[src/rtl/parallax_scroll_sequencer_if.sv]
// Control/status bundle for the parallax scroll sequencer.
// The master drives the frame controls, the slave returns offsets and status.
interface parallax_scroll_sequencer_if;
    logic        frame_start;
    logic        pause;
    logic        reverse;
    logic [1:0]  speed;
    logic        home;
    logic [49:0] off_x;
    logic [49:0] off_y;
    logic [9:0]  frame_count;
    logic        busy;
    logic        done;
    logic        overrun;

    modport master (
        output frame_start, pause, reverse, speed, home,
        input  off_x, off_y, frame_count, busy, done, overrun
    );

    modport slave (
        input  frame_start, pause, reverse, speed, home,
        output off_x, off_y, frame_count, busy, done, overrun
    );
endinterface

[src/rtl/parallax_scroll_sequencer.sv]
// Per-frame scroll sequencer: sweeps ten layer/axis accumulators through one
// shared adder during vblank, then publishes all integer offsets in a single edge.
module parallax_scroll_sequencer #(
    parameter int FRAC_BITS = 4
) (
    input  logic                        clk,
    input  logic                        rst_n,
    parallax_scroll_sequencer_if.slave  bus
);
    localparam int ACC_W = 10 + FRAC_BITS;

    typedef enum logic [1:0] {IDLE, UPDATE, COMMIT} state_t;

    state_t                 state, state_nxt;
    logic [3:0]             idx;
    logic                   rev_q;
    logic [1:0]             spd_q;
    logic [9:0][ACC_W-1:0]  acc;
    logic [49:0]            offx_q, offy_q;
    logic [9:0]             fcnt_q;
    logic                   done_q, ovr_q;
    logic                   start;
    logic [ACC_W-1:0]       addend, sum;

    // Velocity table in 1/16 px, rescaled to the configured fraction width.
    // Even idx is the X axis, odd idx the Y axis, layers a..e in order.
    function automatic logic [ACC_W-1:0] vel(input logic [3:0] i);
        int v;
        case (i)
            4'd0: v = 256;  4'd1: v = 32;
            4'd2: v = 112;  4'd3: v = 24;
            4'd4: v = 64;   4'd5: v = 8;
            4'd6: v = 32;   4'd7: v = 4;
            4'd8: v = 8;    4'd9: v = 3;
            default: v = 0;
        endcase
        return ACC_W'((v << FRAC_BITS) >> 4);
    endfunction

    assign start  = bus.frame_start && !bus.pause && !bus.home;
    assign addend = vel(idx) << spd_q;
    assign sum    = rev_q ? acc[idx] - addend : acc[idx] + addend;

    always_ff @(posedge clk) begin
        if (!rst_n) state <= IDLE;
        else        state <= state_nxt;
    end

    always_comb begin
        state_nxt = state;
        case (state)
            IDLE:    if (start) state_nxt = UPDATE;
            UPDATE:  if (idx == 4'd9) state_nxt = COMMIT;
            COMMIT:  state_nxt = IDLE;
            default: state_nxt = IDLE;
        endcase
        if (bus.home) state_nxt = IDLE;
    end

    always_ff @(posedge clk) begin
        if (!rst_n) begin
            acc    <= '0;
            offx_q <= '0;
            offy_q <= '0;
            fcnt_q <= '0;
            done_q <= 1'b0;
            ovr_q  <= 1'b0;
            idx    <= '0;
            rev_q  <= 1'b0;
            spd_q  <= '0;
        end else if (bus.home) begin
            // overrun is deliberately left alone so a home doesn't hide a past overrun
            acc    <= '0;
            offx_q <= '0;
            offy_q <= '0;
            fcnt_q <= '0;
            done_q <= 1'b0;
            idx    <= '0;
        end else begin
            done_q <= 1'b0;
            if (bus.frame_start && state != IDLE) ovr_q <= 1'b1;
            case (state)
                IDLE: if (start) begin
                    idx   <= '0;
                    rev_q <= bus.reverse;
                    spd_q <= bus.speed;
                end
                UPDATE: begin
                    acc[idx] <= sum;
                    idx      <= idx + 4'd1;
                end
                COMMIT: begin
                    for (int l = 0; l < 5; l++) begin
                        offx_q[l*10 +: 10] <= acc[2*l][FRAC_BITS +: 10];
                        offy_q[l*10 +: 10] <= acc[2*l+1][FRAC_BITS +: 10];
                    end
                    fcnt_q <= fcnt_q + 10'd1;
                    done_q <= 1'b1;
                end
                default: ;
            endcase
        end
    end

    assign bus.off_x       = offx_q;
    assign bus.off_y       = offy_q;
    assign bus.frame_count = fcnt_q;
    assign bus.busy        = (state != IDLE);
    assign bus.done        = done_q;
    assign bus.overrun     = ovr_q;
endmodule

[src/flat_wrapper.sv]
// flat-port wrapper written by rule: the top's interface ports become plain ports
module parallax_scroll_sequencer_flat 
#(
    parameter int FRAC_BITS = 4
)
  (clk, rst_n, bus_frame_start, bus_pause, bus_reverse, bus_speed, bus_home, bus_off_x, bus_off_y, bus_frame_count, bus_busy, bus_done, bus_overrun);
  parallax_scroll_sequencer_if bus_i ();
  input  logic clk;
  input  logic rst_n;
  input wire logic [$bits(bus_i.frame_start)-1:0] bus_frame_start;
  input wire logic [$bits(bus_i.pause)-1:0] bus_pause;
  input wire logic [$bits(bus_i.reverse)-1:0] bus_reverse;
  input wire logic [$bits(bus_i.speed)-1:0] bus_speed;
  input wire logic [$bits(bus_i.home)-1:0] bus_home;
  output wire logic [$bits(bus_i.off_x)-1:0] bus_off_x;
  output wire logic [$bits(bus_i.off_y)-1:0] bus_off_y;
  output wire logic [$bits(bus_i.frame_count)-1:0] bus_frame_count;
  output wire logic [$bits(bus_i.busy)-1:0] bus_busy;
  output wire logic [$bits(bus_i.done)-1:0] bus_done;
  output wire logic [$bits(bus_i.overrun)-1:0] bus_overrun;
  assign bus_i.frame_start = bus_frame_start;
  assign bus_i.pause = bus_pause;
  assign bus_i.reverse = bus_reverse;
  assign bus_i.speed = bus_speed;
  assign bus_i.home = bus_home;
  assign bus_off_x = bus_i.off_x;
  assign bus_off_y = bus_i.off_y;
  assign bus_frame_count = bus_i.frame_count;
  assign bus_busy = bus_i.busy;
  assign bus_done = bus_i.done;
  assign bus_overrun = bus_i.overrun;
  parallax_scroll_sequencer #(.FRAC_BITS(FRAC_BITS)) u_core (.clk(clk), .rst_n(rst_n), .bus(bus_i));
endmodule
[config.mk]
export PLATFORM = sky130hd
export DESIGN_NAME = parallax_scroll_sequencer_flat
export DESIGN_NICKNAME = d
export VERILOG_FILES = /design/src/rtl/parallax_scroll_sequencer_if.sv /design/src/rtl/parallax_scroll_sequencer.sv /design/src/flat_wrapper.sv
export SDC_FILE = /design/constraint.sdc
export NUM_CORES = 1
export LEC_CHECK = 0
export ABC_AREA = 0
export CAP_MARGIN = 25
export CORE_UTILIZATION = 50
export CTS_CLUSTER_SIZE = 28
export DETAILED_ROUTE_END_ITERATION = 10
export GPL_ROUTABILITY_DRIVEN = 0
export PLACE_DENSITY = 0.72
export SLEW_MARGIN = 25
export SYNTH_ARGS = -nofsm -noshare
export SYNTH_HDL_FRONTEND = slang
export SYNTH_SLANG_ARGS = --single-unit
[constraint.sdc]
create_clock -name clk -period 8 [get_ports clk]
set_clock_uncertainty 0.15 [all_clocks]
set_input_delay 1.6 -clock clk [delete_from_list [all_inputs] [get_ports clk]]
set_output_delay 1.6 -clock clk [all_outputs]
set_load 0.02 [all_outputs]
# == After elaboration in Yosys (flattened, before gate mapping) ==
# Memories as Yosys holds them, arrays and structs flattened. A register that Yosys moved wholly into a read port is not among the register bits.
# Index checks and enable logic that the tools add are counted.
# word_totals
reg_bits,261
latch_bits,0
ramBits,0
romBits,128
in_bits,8
out_inout_bits,113
elab_cells,62
mem_count,1
# memory_table
memory,words,word_bits,rd,rd_clocked_by_memory_dff,write_ports,line_no,text
(no name shown),16,8,1,1,0,parallax_scroll_sequencer.sv:29,case (i)
# classes
add_sub_neg,4
n_mul,0
div_mod_pow,0
order_cmp,2
eq_ne,5
n_shift,1
mux,14
bitwise,2
n_reduce_logical,14
# op_table
operator,count
bitwise mux 140 bit,1
binary-select mux 14 bit (select 4 bit),1
demux 14 bit (select 4 bit),1
2-to-1 mux 14 bit,3
adder 14 bit,1
left shift 14 x 2 -> 14 bit,1
subtractor 14 bit,1
2-to-1 mux 4 bit,3
adder 10 x 1 -> 10 bit (second input constant),1
one-hot mux 4 bit (2 select lines),1
AND reduction 2 bit,3
< comparator 4 x 5 -> 1 bit (second input constant),1
adder 4 x 1 -> 4 bit (second input constant),1
equality test 4 bit (second input constant),1
>= comparator 4 x 1 -> 1 bit (second input constant),1
logical AND 1 bit,4
2-to-1 mux 2 bit,2
inequality test 2 x 1 -> 1 bit (second input constant),2
one-hot mux 2 bit (2 select lines),1
nonzero test 2 bit,2
AND reduction 3 bit,1
equality test 2 x 1 -> 1 bit (second input constant),1
equality test 2 bit (second input constant),1
zero test 1 bit,2
other kinds (4),5

# == Logic depth before layout (Yosys ltp) ==
# Gate-level depths: netlist (run 1).
# depth
ltp_word,7
depth_mapped,16

# == Worst setup path after synthesis (run 1) ==
# OpenSTA, ideal clock, no wires.
# synth_timing
kind,reg2reg
from,register u_core.idx[1]
to,register u_core.acc[110] (netlist name)
setup_time_ps,139
arrival_time_ps,3582
t_required_ps,7711
setup_slack_ps,4130
path_stages_with_launch,15
path_buffers,2
synth_period_minus_slack_ps,3870
cell_sequence,dfxtp_1 -> buf_2 -> clkbuf_1 -> mux4_2 -> mux2i_1 -> o22a_1 -> ha_1 -> inv_1 -> fa_1 -> a21o_1 -> a21o_1 -> a211oi_1 -> nor4b_1 -> a311oi_2 -> o21ai_1
# synth_via
elab_chain_len,5
# synth_lines
item,line_no,text
"start, declared",parallax_scroll_sequencer.sv:15,logic [3:0] idx;
"start signal, assigned",parallax_scroll_sequencer.sv:90,idx <= idx + 4'd1;
binary-select mux 14 bit (select 4 bit) (tied with other cells),parallax_scroll_sequencer.sv:42,assign sum = rev_q ? acc[idx] - addend : acc[idx] + addend;
2-to-1 mux 14 bit (not written as such) or logical AND 1 bit (tied branches),"parallax_scroll_sequencer.sv:42, parallax_scroll_sequencer.sv:89",
adder 14 bit (tied with other cells),parallax_scroll_sequencer.sv:42,
2-to-1 mux 14 bit or demux 14 bit (select 4 bit) (tied branches),--,
bitwise mux 140 bit *,parallax_scroll_sequencer.sv:89,acc[idx] <= sum;
"end signal, assigned by index",parallax_scroll_sequencer.sv:89,
"end, declared",parallax_scroll_sequencer.sv:18,logic [9:0][ACC_W-1:0] acc;
# Mark *: on every way between the ends. The rest lies on a longest branch, timed or not. The select of a mux whose other input is x is not followed.
# A chain may end at the register's enable or synchronous reset.

# == Worst setup path after layout (run 1) ==
# layout_timing
from,register u_core.spd_q[1]
to,register u_core.acc[12] (netlist name)
# layout_via
elab_chain_len,4
# layout_lines
item,line_no,text
"start, declared",parallax_scroll_sequencer.sv:17,logic [1:0] spd_q;
"start signal, assigned",parallax_scroll_sequencer.sv:86,spd_q <= bus.speed;
left shift 14 x 2 -> 14 bit *,parallax_scroll_sequencer.sv:41,assign addend = vel(idx) << spd_q;
adder 14 bit or subtractor 14 bit (tied branches),parallax_scroll_sequencer.sv:42,
2-to-1 mux 14 bit *,parallax_scroll_sequencer.sv:42,
bitwise mux 140 bit *,parallax_scroll_sequencer.sv:89,
# Mark *: on every way between the ends. The rest lies on a longest branch, timed or not.

==> results of run 1 <==
## area by class of cell
type	count	share of cell area [%]
clock buffers	39	5.73
clock inverters	11	0.643
inverters	20	0.536
multi-input cells	1013	42.8
flip-flops and latches	268	38.3
well taps	313	2.80
repair buffers	129	9.15
## final timing paths
kind / startpoint / to / slack (ps) / cells after the start
max: u_core.spd_q[1]$_SDFFE_PN0P_ / u_core.acc[12]$_SDFFE_PP0P_ / 3310 / 13
min: u_core.bus.off_x[13]$_SDFFE_PP0P_ / u_core.bus.off_x[13]$_SDFFE_PP0P_ / 300 / 2
max reg2reg: u_core.spd_q[1]$_SDFFE_PN0P_ / u_core.acc[12]$_SDFFE_PP0P_ / 3310 / 13
min reg2reg: u_core.bus.off_x[13]$_SDFFE_PP0P_ / u_core.bus.off_x[13]$_SDFFE_PP0P_ / 300 / 2
## worst register-to-register path, delay by kind of cell (launching register included)
kind	cells	cell delay, ps
AOI/OAI and AO/OA	9	2690
DFF	1	760
adders and majority gates	1	350
buffers and inverters	1	230
and+or+nand+nor	1	190
xor gates and xnor gates	1	180
## registers in the layout, summed over array words and instances (netlist names), named ones only
signal / flops
u_core.bus.off_y: 50
u_core.bus.overrun: 1
u_core.bus.done: 1
u_core.state: 2
u_core.rev_q: 1
u_core.spd_q: 2
u_core.bus.frame_count: 10
u_core.idx: 4
u_core.acc: 140
u_core.bus.off_x: 50
## kinds of logic after synthesis
| group | share of synthesized area [%] |
|---|---|
| simple gates | 20.3 |
| compound gates | 16.7 |
| flops | 45.5 |
| buf+inv | 4.15 |
| mux | 8.67 |
| xor+xnor | 2.06 |
| fa+ha+maj | 2.61 |
## power by group through the flow
stage	Combinational (uW)	Clock, uW	Sequential (uW)
floorplan	99.0	0	1370
finish	146	1240	1340
detailed placement	135	0	1370
CTS	136	1260	1340
global route	154	1320	1340
global placement	134	0	1370
## layer usage
metal	vias up	part of all wire [%]	global-route usage [%]
li1	4954	-	-
met1	4945	43	37.7
met2	443	47	44.0
met3	62	7.2	4.12
met4	0	2.7	8.17
met5	-	0	0
## cell usage in the layout (no fill, tap or decap), types with 6 or more instances in the layout
master / Yosys / final
a21oi_1: 207 / 207
o22ai_1: 16 / 16
clkbuf_16: 0 / 28
inv_1: 19 / 19
dfxtp_1: 268 / 266
and2_1: 9 / 9
o21ai_2: 10 / 10
nor2_1: 67 / 67
mux2i_1: 34 / 34
clkdlybuf4s50_1: 0 / 120
o21ai_0: 7 / 7
xor2_1: 12 / 12
ha_1: 23 / 23
o31ai_1: 12 / 12
nand3_1: 74 / 74
xnor2_1: 11 / 8
clkinv_2: 0 / 7
buf_4: 0 / 8
nand4_1: 11 / 11
a211oi_1: 23 / 23
mux4_2: 28 / 28
o21ai_1: 24 / 24
clkbuf_8: 0 / 6
nand2_1: 360 / 360
## stage by stage
stage	cell area [sq um]	setup WS [ps]
after global placement	13100	3480
final	14000	3310
after global routing	14000	3020
after floorplan	11800	4130
after detailed placement	13100	3480
after CTS	14000	3490
==> results.toml, run 1 <==
[cells_and_area]
drive_above_1_share_pct = 8.38
regArea_sq_um = 5370
area_growth_syn_to_layout_pct = 18.8
multi_input_area_sq_um = 5990
stdcell_count = 1793
fin_nets = 1492
fillCellCount = 1995
utilization_pct = 61.3
n_antenna_cell = 0

[worst_setup_path]
crit_fanout = 20
cp_num_buf_inv = 1
path_class = "reg -> reg"
cpPeakStageDelay_ps = 770
crit_top_cell = "a21oi_1"
startpoint_type = "register"
critPathCaptureType = "register"
required_ps = 8250
cpMaxStageDelayCell = "a311oi_2"
crit_family = "compound AO/OA/AOI/OAI gates"
path_cells = "inv_1 > o32a_1 > a21oi_4 > and2_2 > a21oi_1 > xor2_1 > ha_1 > a21oi_1 > o21ai_0 > a21oi_1 > o21ai_0 > a311oi_2 > o21ai_1"
critPathArrivalTime_ps = 4940

[clock_tree]
clock-sinks = 268
cts_setup_buffers = 0
clk_latency_ps = 560
h-tree-depth = 1
clock-root-buffer = "clkbuf_16"
cts_buffers = 28
ctsResizeCount = 0
clk_pin_slew_ps = 60
cts_buffer_depth = 3
cts_tree = "built"
cts_hold_buf = 0

[yosys]
synth_cells = 1401
async_flop_share_pct = 0
synthesis.yosys.warnings = 0
synth.lib_cells_used.distinct = 65
synth.most_common_cell = "nand2_1"
ys_ff_latch = 268
ys_seq_area_share_pct = 45.5
synth_edf_count = 0
netlist_top_cells_count = "nand2_1, dfxtp_1, a21oi_1"
yosys.area.top_type_share_pct = 45.5
synth_nets = 1433
synthFlopType = "dfxtp_1"
syn_area_per_cell_sq_um = 8.41
synth_area_sq_um = 11800
netlist.top_cell.by_area = "dfxtp_1"
synthTopCellsByArea = "dfxtp_1, nand2_1, a21oi_1"

[floorplan]
die_h_um = 156
initial_core_util_pct = 51.6
dieArea_sq_um = 24200
dieWidth_um = 156
ioPinCount = 121
core_sq_um = 22800
rows = 55

[route]
drt.antenna.violating_nets = 0
wl_per_cell_um = 18.3
dr.pass1.iters = 5
wl_um = 32900
viasPerCell = 5.80
dr.first_iter.drc_count = 1148
route.detailed.drc = 0
num_vias = 10404

[power]
p_sw_uw = 649
cellPowerDensity_nw_per_um2 = 195
irDropWorstVdd_v = 0.000148
power_frac_comb_pct = 5.4
clkPwrFrac_pct = 45.5
p_total_uw = 2730
seq_power_share_pct = 49.1
swShare_pct = 23.8
p_leak_uw = 0.00456
p_int_uw = 2080

[sta]
rsz0062_at_grt = "false"
tightest_slew_ps = 995
min_period_ps = 4690
tns_ps = 0
slew_violations = 0
timing.final.crit_share_pct = 58.6
slew_headroom_pct = 33.2
setup-violations-final = 0
fmax_mhz = 213
finalHoldViolations = 0
hold_ws_ps = 302

[global_routing]
antenna_found_initial = 0
grt_pass1_wl_um = 52600
grt_start_max_net_pins = 83
grt_pass1_vias = 9701
grt_use_total_pct = 27.3
overflow = 0

[run]
maxCapViolCount = 0

[placed_design]
hpwl_um = 22500
place_inst = 1743
port_buffers = 120

[run_status]
outcome = "completed"

[worst_hold_path]
min_path_type = "reg -> reg"
No activity file was read; power rests on OpenSTA's default activity.
==> run 2: changes to the inputs <==
==> constraint.sdc (replaced) <==
create_clock -name clk -period 4.7 [get_ports clk]
set_clock_uncertainty 0.15 [all_clocks]
set_input_delay 0.94 -clock clk [delete_from_list [all_inputs] [get_ports clk]]
set_output_delay 0.94 -clock clk [all_outputs]
set_load 0.02 [all_outputs]
==> results.toml, run 2 (synthesis results as in run 1) <==
[run_status]
outcome = "completed"

[worst_hold_path]
min_from = "u_core.bus.off_x[12]$_SDFFE_PP0P_"
whs_endpoint = "u_core.bus.off_x[12]$_SDFFE_PP0P_"
hold_depth = 2
min_path_type = "reg -> reg"

[worst_setup_path]
path_class = "reg -> reg"
reg2reg_slack_ps = 540
critPathCaptureType = "register"
startpoint_type = "register"
worstRegToRegCells = 13
timing.rr.end = "u_core.acc[111]$_SDFFE_PP0P_"
crit_fanout = 24
critPathArrivalTime_ps = 4460
required_ps = 5000
timing.rr.start = "u_core.spd_q[0]$_SDFFE_PN0P_"

[sta]
slew_headroom_pct = 24.1
slew_violations = 0
setup-violations-final = 0
tightest_slew_ps = 1130
rsz0062_at_grt = "false"
fmax_mhz = 240
finalHoldViolations = 0
hold_ws_ps = 301
min_period_ps = 4160
timing.final.crit_share_pct = 88.6
tns_ps = 0

[floorplan]
rows = 55
dieWidth_um = 156
initial_core_util_pct = 51.6
ioPinCount = 121
dieArea_sq_um = 24200
core_sq_um = 22800
die_h_um = 156

[placed_design]
hpwl_um = 22700
port_buffers = 120
place_inst = 1756
placed_area_sq_um = 13200

[cells_and_area]
multi_input_area_sq_um = 5960
drive_above_1_share_pct = 9.04
regArea_sq_um = 5370
area_growth_syn_to_layout_pct = 20.1
final_common_cell = "nand2_1"
stdcell_area_sq_um = 14100
n_antenna_cell = 0
fin_nets = 1505
final_cell_mix = "nand2_1, dfxtp_1, a21oi_1, clkdlybuf4s50_1, nand3_1"
stdcell_count = 1807
largest_reg_flops = 140
max_flop_register = "u_core.acc"
fillCellCount = 1998

[clock_tree]
clk_pin_slew_ps = 60
ctsResizeCount = 0
cts_hold_buf = 0
cts_setup_buffers = 0
h-tree-depth = 1
clock-root-buffer = "clkbuf_16"
cts_buffers = 28
clk_latency_ps = 560
cts_buffer_depth = 3
clock-sinks = 268
cts_tree = "built"

[route]
wl_um = 33400
dr.pass1.iters = 6
route.detailed.drc = 0
wl_per_cell_um = 18.5
dr.first_iter.drc_count = 1006
drt.antenna.violating_nets = 0
viasPerCell = 5.79
num_vias = 10471

[global_routing]
grt_use_total_pct = 27.9
grt_pass1_vias = 9751
overflow = 0
grt_pass1_wl_um = 53600
grt_start_max_net_pins = 144
antenna_found_initial = 0

[power]
irDropWorstVdd_v = 0.000228
power_frac_comb_pct = 5.3
clkPwrFrac_pct = 47.4
p_leak_uw = 0.00464
cellPowerDensity_nw_per_um2 = 340
p_sw_uw = 1110
p_int_uw = 3710
swShare_pct = 23.0
seq_power_share_pct = 47.4

[run]
maxCapViolCount = 0
==> run 2: changes by cell type in the layout (fill, tap and decap cells not counted), moves of 3 or more <==
cell and change:
xnor2_2 -3, buf_4 +12, xnor2_1 +3, bufinv_16 +3
==> run 2: final cells by class <==
| type | instances | area share [%] |
|---|---|---|
| multi-input cells | 1013 | 42.1 |
| flip-flops and latches | 268 | 37.9 |
| repair buffers | 142 | 9.83 |
| clock buffers | 39 | 5.67 |
| well taps | 313 | 2.77 |
| clock inverters | 12 | 1.17 |
| inverters | 20 | 0.531 |
==> run 2: worst max-delay path by stage <==
stage	cells after the start	end	start
after floorplan	14	u_core.acc[110]$_SDFFE_PP0P_	u_core.idx[1]$_SDFFE_PP0P_
after global placement	13	u_core.acc[41]$_SDFFE_PP0P_	u_core.spd_q[0]$_SDFFE_PN0P_
after detailed placement	13	u_core.acc[111]$_SDFFE_PP0P_	u_core.spd_q[0]$_SDFFE_PN0P_
after CTS	13	u_core.acc[27]$_SDFFE_PP0P_	u_core.spd_q[0]$_SDFFE_PN0P_
after global routing	13	u_core.acc[139]$_SDFFE_PP0P_	u_core.spd_q[0]$_SDFFE_PN0P_
final	13	u_core.acc[111]$_SDFFE_PP0P_	u_core.spd_q[0]$_SDFFE_PN0P_
==> run 2: metal layers <==
metal	up-vias	global-route usage (%)	wire length [um]
li1	4969	-	-
met1	4989	38.9	14500
met2	436	44.1	15300
met3	77	3.62	2480
met4	0	10.2	1150
met5	-	0	0
==> run 2: critical path, stage by stage (launching register included) <==
cell      delay [ps]
dfxtp_1          900
mux2i_1          320
mux2i_1          180
a21oi_4          220
and4_2           260
nor2_1            50
xnor2_1          210
ha_1             330
a21o_1           250
o21bai_1         160
a21oi_1          190
o221ai_2         120
xor3_2           640
o21ai_2           90
==> run 2: power groups by stage <==
| stage | Clock (uW) | Sequential, uW | Combinational, uW |
|---|---|---|---|
| after floorplan | 0 | 2330 | 168 |
| after global placement | 0 | 2330 | 240 |
| after detailed placement | 0 | 2330 | 243 |
| after CTS | 2310 | 2280 | 245 |
| after global routing | 2420 | 2280 | 268 |
| final | 2280 | 2280 | 253 |
==> run 2: stage by stage <==
stage / setup slack, ps / utilization [%] / total power (uW)
after floorplan: 830 / - / 2490
after global placement: 686 / 57.6 / 2570
after detailed placement: 605 / 57.7 / 2570
after CTS: 596 / 61.9 / 4830
after global routing: 273 / 61.9 / 4960
final: 536 / 61.9 / 4810
==> run 3: changes to the inputs <==
--- a/config.mk
+++ b/config.mk
@@ -11,6 +11,7 @@
 export CTS_CLUSTER_SIZE = 28
 export DETAILED_ROUTE_END_ITERATION = 10
 export GPL_ROUTABILITY_DRIVEN = 0
+export HOLD_SLACK_MARGIN = 0.15
 export PLACE_DENSITY = 0.72
 export SLEW_MARGIN = 25
 export SYNTH_ARGS = -nofsm -noshare
==> results of run 3 <==
Same layout as run 2: the final DEF is identical, and so are final timing and power.
